**config.mk**
```make
export PLATFORM = sky130hd
export DESIGN_NAME = rect_obuf
export DESIGN_NICKNAME = d
export VERILOG_FILES = /design/src/rtl/rect_obuf_pkg.sv /design/src/rtl/rect_obuf_fifo.sv /design/src/rtl/rect_obuf.sv
export SDC_FILE = /design/constraint.sdc
export NUM_CORES = 2
export LEC_CHECK = 0
export BUFFER_PORTS_ARGS = -buffer_cell sky130_fd_sc_hd__buf_2
export CELL_PAD_IN_SITES_DETAIL_PLACEMENT = 0
export CELL_PAD_IN_SITES_GLOBAL_PLACEMENT = 1
export CORE_MARGIN = 8
export CORE_UTILIZATION = 55
export DETAILED_ROUTE_END_ITERATION = 12
export PLACE_DENSITY = 0.88
export SETUP_SLACK_MARGIN = 0.4
export SKIP_LAST_GASP = 1
export SYNTH_ARGS = -nofsm -noshare
export SYNTH_HDL_FRONTEND = slang
export SYNTH_HIERARCHICAL = 1
export SYNTH_SLANG_ARGS = --single-unit
```
**constraint.sdc**
```tcl
create_clock -name clk -period 9.12 [get_ports clk]
set_input_delay 1.824 -clock clk [delete_from_list [all_inputs] [get_ports clk]]
set_output_delay 1.824 -clock clk [all_outputs]
set_load 0.05 [all_outputs]
```
**src/rtl/rect_obuf_pkg.sv**
```systemverilog
// Shared widths, FIFO entry field offsets and the burst beat-count helper for rect_obuf.
package rect_obuf_pkg;

  localparam int PIX_W     = 8;
  localparam int WORD_W    = 64;
  localparam int LANES     = 8;
  localparam int LANE_W    = 3;
  localparam int LEN_W     = 7;
  localparam int CMD_LEN_W = 5;
  localparam int ADDR_W    = 32;
  localparam int MUL_W     = 25;

  // Data entry {data, strb, wr_last, frame_last}
  localparam int D_FLAST   = 0;
  localparam int D_WLAST   = 1;
  localparam int D_STRB_LO = 2;
  localparam int D_DATA_LO = D_STRB_LO + LANES;
  localparam int DENT_W    = D_DATA_LO + WORD_W;

  // Command entry {addr, len}
  localparam int C_LEN_LO  = 0;
  localparam int C_ADDR_LO = CMD_LEN_W;
  localparam int CENT_W    = C_ADDR_LO + ADDR_W;

  // Number of 64-bit beats touched by a burst starting at byte lane x0.
  function automatic logic [CMD_LEN_W-1:0] burst_beats(input logic [LANE_W-1:0] x0,
                                                       input logic [LEN_W-1:0]  len);
    logic [7:0] sum;
    sum = 8'(x0) + 8'(len) + 8'd7;
    return sum[7:3];
  endfunction

endpackage

```
**src/rtl/rect_obuf_fifo.sv**
```systemverilog
// Synchronous show-ahead FIFO; head is presented combinationally, zero while empty.
module rect_obuf_fifo #(
  parameter int W    = 8,
  parameter int LOG2 = 2
) (
  input  logic         clk,
  input  logic         rst_n,
  input  logic         push,
  input  logic [W-1:0] wdata,
  input  logic         pop,
  output logic [W-1:0] rdata,
  output logic         empty,
  output logic         drop
);

  localparam int DEPTH = 1 << LOG2;

  logic [W-1:0]    mem [DEPTH];
  logic [LOG2-1:0] wr_ptr;
  logic [LOG2-1:0] rd_ptr;
  logic [LOG2:0]   count;
  logic            full;
  logic            do_push;
  logic            do_pop;

  assign empty   = (count == '0);
  assign full    = (count == (LOG2+1)'(DEPTH));
  assign do_pop  = pop & ~empty;
  // A pop in the same cycle frees the slot, so a push into a full FIFO still lands.
  assign do_push = push & (~full | do_pop);
  assign drop    = push & full & ~do_pop;
  assign rdata   = empty ? '0 : mem[rd_ptr];

  always_ff @(posedge clk or negedge rst_n) begin
    if (!rst_n) begin
      wr_ptr <= '0;
      rd_ptr <= '0;
      count  <= '0;
    end else begin
      if (do_push) wr_ptr <= wr_ptr + 1'b1;
      if (do_pop)  rd_ptr <= rd_ptr + 1'b1;
      count <= count + (LOG2+1)'(do_push) - (LOG2+1)'(do_pop);
    end
  end

  always_ff @(posedge clk) begin
    if (do_push) mem[wr_ptr] <= wdata;
  end

endmodule

```
**src/rtl/rect_obuf.sv**
```systemverilog
// Output buffer: packs interpolated pixels into 64-bit lane-aligned words and issues DMA commands.
// Optional RECT_OBUF_STAT_EN adds pixel/command statistics counters.
module rect_obuf
  import rect_obuf_pkg::*;
#(
  parameter int DW_LOG2 = 5,
  parameter int CW_LOG2 = 3
) (
  input  logic                 clk,
  input  logic                 rst_n,
  input  logic                 vout,
  input  logic                 last_o,
  input  logic                 lr_o,
  input  logic [8:0]           ydst_o,
  input  logic [9:0]           xdst_o,
  input  logic [LEN_W-1:0]     len_o,
  input  logic [PIX_W-1:0]     intp,
  input  logic [ADDR_W-1:0]    base_l,
  input  logic [ADDR_W-1:0]    base_r,
  input  logic [15:0]          stride,
  input  logic                 ovf_clr,
  output logic                 cmd_valid,
  input  logic                 cmd_ready,
  output logic [ADDR_W-1:0]    cmd_addr,
  output logic [CMD_LEN_W-1:0] cmd_len,
  output logic                 wr_valid,
  input  logic                 wr_ready,
  output logic [WORD_W-1:0]    wr_data,
  output logic [LANES-1:0]     wr_strb,
  output logic                 wr_last,
  output logic                 done,
  output logic                 ovf
`ifdef RECT_OBUF_STAT_EN
  ,
  output logic [23:0]          stat_pix,
  output logic [15:0]          stat_burst
`endif
);

  logic [LEN_W-1:0]  cnt;
  logic [LANE_W-1:0] lane;
  logic              flast_hdr;
  logic [WORD_W-1:0] pack_data;
  logic [LANES-1:0]  pack_strb;

  logic              start;
  logic              beat;
  logic              burst_end;
  logic              word_end;
  logic [LANE_W-1:0] cur_lane;
  logic              cur_flast;
  logic [WORD_W-1:0] nxt_data;
  logic [LANES-1:0]  nxt_strb;

  logic              wvld_p1;
  logic [DENT_W-1:0] went_p1;
  logic              cvld_p1;
  logic [ADDR_W-1:0] base_p1;
  logic [MUL_W-1:0]  mul_p1;
  logic [9:0]        xoff_p1;
  logic [CMD_LEN_W-1:0] clen_p1;
  logic [CENT_W-1:0] cent_p1;

  logic [DENT_W-1:0] whead;
  logic [CENT_W-1:0] chead;
  logic              d_empty;
  logic              c_empty;
  logic              d_drop;
  logic              c_drop;

  // ---- stage p0: pixel beat into the pack registers
  always_comb begin
    start     = vout && (cnt == '0) && (len_o != '0);
    beat      = start || (vout && (cnt != '0));
    cur_lane  = start ? xdst_o[2:0] : lane;
    cur_flast = start ? last_o : flast_hdr;
    burst_end = beat && (start ? (len_o == 7'd1) : (cnt == 7'd1));
    word_end  = beat && ((cur_lane == 3'd7) || burst_end);
    nxt_data  = pack_data;
    nxt_strb  = pack_strb;
    if (beat) begin
      nxt_data[{cur_lane, 3'b000} +: PIX_W] = intp;
      nxt_strb[cur_lane]                    = 1'b1;
    end
  end

  always_ff @(posedge clk or negedge rst_n) begin
    if (!rst_n) begin
      cnt       <= '0;
      lane      <= '0;
      flast_hdr <= 1'b0;
      pack_data <= '0;
      pack_strb <= '0;
      wvld_p1   <= 1'b0;
      cvld_p1   <= 1'b0;
    end else begin
      wvld_p1 <= word_end;
      cvld_p1 <= start;
      if (beat) begin
        cnt  <= start ? (len_o - 7'd1) : (cnt - 7'd1);
        lane <= cur_lane + 3'd1;
      end
      if (start) flast_hdr <= last_o;
      // Completed words leave through went_p1; the pack registers restart empty.
      if (word_end) begin
        pack_data <= '0;
        pack_strb <= '0;
      end else if (beat) begin
        pack_data <= nxt_data;
        pack_strb <= nxt_strb;
      end
    end
  end

  always_ff @(posedge clk) begin
    if (word_end) went_p1 <= {nxt_data, nxt_strb, burst_end, cur_flast};
    if (start) begin
      base_p1 <= lr_o ? base_r : base_l;
      mul_p1  <= ydst_o * stride;
      xoff_p1 <= {xdst_o[9:3], 3'b000};
      clen_p1 <= burst_beats(xdst_o[2:0], len_o);
    end
  end

  // ---- stage p1: address sum and FIFO pushes
  assign cent_p1 = {base_p1 + ADDR_W'(mul_p1) + ADDR_W'(xoff_p1), clen_p1};

  rect_obuf_fifo #(.W(DENT_W), .LOG2(DW_LOG2)) u_dfifo (
    .clk   (clk),
    .rst_n (rst_n),
    .push  (wvld_p1),
    .wdata (went_p1),
    .pop   (wr_ready),
    .rdata (whead),
    .empty (d_empty),
    .drop  (d_drop)
  );

  rect_obuf_fifo #(.W(CENT_W), .LOG2(CW_LOG2)) u_cfifo (
    .clk   (clk),
    .rst_n (rst_n),
    .push  (cvld_p1),
    .wdata (cent_p1),
    .pop   (cmd_ready),
    .rdata (chead),
    .empty (c_empty),
    .drop  (c_drop)
  );

  assign cmd_valid = ~c_empty;
  assign cmd_addr  = chead[C_ADDR_LO +: ADDR_W];
  assign cmd_len   = chead[C_LEN_LO +: CMD_LEN_W];
  assign wr_valid  = ~d_empty;
  assign wr_data   = whead[D_DATA_LO +: WORD_W];
  assign wr_strb   = whead[D_STRB_LO +: LANES];
  assign wr_last   = whead[D_WLAST];

  // ---- stage p2: frame completion and overflow flags
  always_ff @(posedge clk or negedge rst_n) begin
    if (!rst_n) begin
      done <= 1'b0;
      ovf  <= 1'b0;
    end else begin
      done <= wr_valid & wr_ready & wr_last & whead[D_FLAST];
      if (d_drop | c_drop) ovf <= 1'b1;
      else if (ovf_clr)    ovf <= 1'b0;
    end
  end

`ifdef RECT_OBUF_STAT_EN
  always_ff @(posedge clk or negedge rst_n) begin
    if (!rst_n) begin
      stat_pix   <= '0;
      stat_burst <= '0;
    end else if (done) begin
      stat_pix   <= '0;
      stat_burst <= '0;
    end else begin
      if (beat)                  stat_pix   <= stat_pix + 24'd1;
      if (cmd_valid & cmd_ready) stat_burst <= stat_burst + 16'd1;
    end
  end
`endif

endmodule
```
==> metrics.md <==
| Metric | Value |
|---|---|
| Status | complete, no violations |
| Die W | 482 µm |
| Critical path startpoint category | register |
| Synthesized Nets | 6565 |
| Post-CTS setup repair buffer count | 0 |
| Worst setup EP type | output port |
| Number of detailed-routing iterations run before antenna repair | 8 |
| Die H | 482 µm |
| Synthesis-to-finish area growth | 11.4% |
| Met2 Use GR | 41.3% |
| Per-cell via count in the routed design | 6.59 |
| Overall overflow remaining after global route | 0 |
| Global Route met1 Usage | 35.9% |
| Largest net degree at the start of global routing | 114 |
| Slew at the pin closest to its max-slew limit | 1.25 ns |
| Fin. Hold Viols | 0 |
| DRC violation count after routing | 0 |
| RSZ-0062 raised after global routing | no |
| Initial core utilization | 55.2% |
| Hold Slack | 0.493 ns |
| Vias in the first global route | 64400 |
| Clock tree sinks | 2920 |
| Placer congestion estimate | 0.845 |
| # rows | 171 |
| Leakage | 44.9 nW |
| Worst Path Required | 7.30 ns |
| Worst hold-check path type | register to register |
| Critical path class | register to output port |
| Yosys cell types | 86 |
| Number of hold buffers added after cts | 0 |
| Skew final | 0.0804 ns |
| Post-synthesis area per instance | 19.3 µm² |
| H-tree levels | 5 |
| Area inside the core boundary | 0.217 mm² |
| Worst-path clk slew | 0.06 ns |
| Area of the multi-input gates | 0.0305 mm² |
| Global routing met3 resource utilization | 4.78% |
| Sequential cell area | 0.0871 mm² |
| Final critical-path required period | 7.10 ns |
| Yosys Warn Count | 6 |
| Top cell by count, worst path | buf_4 |
| Sequential cell area fraction in the yosys report | 72.8% |
| DIE AREA | 0.233 mm² |
| Slew margin rel. | 16.8% |
| Count of filler cells inserted in the layout | 14400 |
| Buffers on Ports | 235 |
| Maximum buffer depth of the clock tree | 4 |
| Average wire per cell in the routed design | 31.5 µm |
| Count of nets left with antenna violations after detail routing | 0 |
| Flop and latch count out of synthesis | 2920 |
| Clock Root Buffer | clkbuf_16 |
| Worst Path Arrival | 5.28 ns |
| Max Fanout on Critical Path | 47 |
| Worst ir drop on vdd | 0.247 mV |
| Number of resized instances in the post-cts repair step | 0 |
| Final number of max-transition violations | 0 |
| CP cell instances | buf_4, nand3b_1, buf_4, buf_4, o221ai_1, a211oi_1, a211oi_1, buf_2 |
| Fin Setup TNS | 0 ns |
| Share of cells above drive strength 1 | 21.8% |
| Later-pin clock latency in the skew report | 0.93 ns |
| Top flip-flop cell by instance count after synthesis | edfxtp_1 |
| Delay of the slowest cell on the worst path | 1.01 ns |
| Synth Cell Area | 0.120 mm² |
| Post-synthesis cell count | 6212 |
| Power Dens Cells | 305 mW/mm² |
| Crit share post-route | 77.9% |
| Final setup fails | 0 |
| Total number of vias | 63400 |
| First-pass GRT wire length | 439000 µm |
| Maximum frequency from static timing analysis | 141 MHz |
| Final #Nets | 6894 |
| Global-route total usage across every layer | 25.8% |
| CTS Buf Count | 298 |
| EDFF count, synth | 2807 |
| Slowest cell on crit path | dfrtp_4 |
| Initial antenna violation count | 30 |
| Count of boundary I/O pins | 236 |
| Detailed router's first-iteration violation count | 8897 |
| Fraction of registers with async set/reset | 3.87% |
| TritonCTS clock tree | done |
| Dpl hpwl | 162000 µm |
| Final routed wirelength across all metal layers | 303000 µm |
| # Max-Cap Violations | 0 |
| Most utilized layer in the global route result | met2 |
-- synth_stat cells (all sizes together), types with 5 or more instances --
cell     number  area share (%)
mux2i       440             3.7
inv         194            0.61
xor2         18            0.13
nor3b         5           0.031
o311ai        6           0.044
nor2         84            0.27
and3          9           0.047
o2bb2ai       5           0.037
a21o         29            0.18
o21a          8           0.050
o221ai      106            0.78
and2        191             1.0
clkbuf      184            0.58
xnor2        42            0.31
a211oi      103            0.66
ha          122             1.3
o31ai         8           0.062
a31oi        10           0.052
or2          37            0.19
a311oi       39            0.44
fa          109             1.8
or3           5           0.026
nand4        14           0.078
mux4        480             9.0
a221oi      107            0.78
nand2       203            0.64
a21oi        82            0.34
a32o          7           0.059
a22o         61            0.45
nor3         29            0.12
o21ai       105            0.44
nand2b       73            0.38
a31o          7           0.051
mux2        106             1.0
dfrtp       113             2.4
nand3        41            0.17
buf         149            0.85
nor4          5           0.031
a21boi        7           0.044
nor2b         8           0.042
edfxtp     2807              70
-- per-layer routing --
| metal | up-vias | routed length (µm) | share of wire, % |
|---|---|---|---|
| met5 | - | 35 | 0.012 |
| li1 | 25800 | - | - |
| met2 | 4276 | 145000 | 48 |
| met4 | 6 | 11600 | 3.8 |
| met1 | 32700 | 113000 | 37 |
| met3 | 665 | 33800 | 11 |
-- layout by cell type, fill, tap and decap left out, drive strengths merged, types with 73 or more instances in the layout --
cell	n
a21oi	82
buf	362
mux2	106
o221ai	106
mux2i	440
nand2b	73
nand2	203
a211oi	103
dfrtp	113
mux4	480
clkinv	108
inv	201
clkbuf	369
fa	109
edfxtp	2807
o21ai	105
and2	191
a221oi	107
ha	122
nor2	84
-- cell families after synthesis --
group,after synthesis,share of synthesized area (%)
DFF,2920,72.8
buffers and inverters,527,2.03
AOI/OAI and AO/OA,725,4.75
adders and majority gates,231,3.10
muxes,1026,13.7
xor gates and xnor gates,60,0.439
and+or+nand+nor,723,3.17
-- path summary, 6_finish.rpt --
path | end | startpoint | slack, ns | cells after the start
hold reg to reg | pack_data[23] | pack_data[23] | 0.49 | 1
setup / recovery | wr_data[56] | u_dfifo/rd_ptr[1] | 2.02 | 8
max in group asynchronous | u_dfifo/rd_ptr[3] | rst_n | 6.77 | 2
hold / removal | pack_data[23] | pack_data[23] | 0.49 | 1
min in group asynchronous | u_cfifo/wr_ptr[0] | rst_n | 0.86 | 1
setup reg to reg | pack_data[20] | cnt[2] | 3.86 | 14
-- where the power goes --
part	leakage [nW]	switching [mW]	internal, mW	total (mW)
Clock	4.40	4.88	6.60	11.5
Combinational	13.9	8.36	4.95	13.3
Sequential	26.7	0.637	15.3	15.9
-- per-stage QoR --
step | utilization, % | instance area, µm² | power [mW] | worst slack [ns] | instances
after global routing | 61.5 | 133000 | 42.1 | 2.03 | 9618
after detailed placement | 57.3 | 124000 | 29.4 | 2.27 | 9095
after floorplan | - | 120000 | 25.8 | 1.03 | 6212
final | 61.5 | 133000 | 40.7 | 2.02 | 9622
after CTS | 61.5 | 133000 | 40.8 | 2.14 | 9603
after global placement | 57.3 | 124000 | 29.2 | 2.40 | 9095
-- flip-flops by register name, summed over array words and instances, names as in the netlist, 3 cells and up --
signal and cells:
base_p1 32, clen_p1 5, cnt 7, lane 3, mul_p1 25, pack_data 64, pack_strb 8, u_cfifo/count 4
u_cfifo/mem 296, u_cfifo/rd_ptr 3, u_cfifo/wr_ptr 3, u_dfifo/count 6, u_dfifo/mem 2368, u_dfifo/rd_ptr 5, u_dfifo/wr_ptr 5, went_p1 74
xoff_p1 7
-- final cells by class --
type,count,area share (%)
Antenna cell,19,0.0357
Clock buffer,369,5.90
Clock inverter,139,0.843
Inverter,194,0.553
Multi-Input combinational cell,2765,22.8
Sequential cell,2920,65.4
Tap cell,2854,2.68
Timing Repair Buffer,362,1.75
-- critical path, delay by kind of cell (launching register included) --
family | cells | cell delay (ns)
AO/OA/AOI/OAI | 3 | 0.90
buffers and inverters | 4 | 2.09
AND/OR/NAND/NOR | 1 | 0.21
flip-flops | 1 | 1.01
Note: power is estimated with default switching activity, not from simulation.
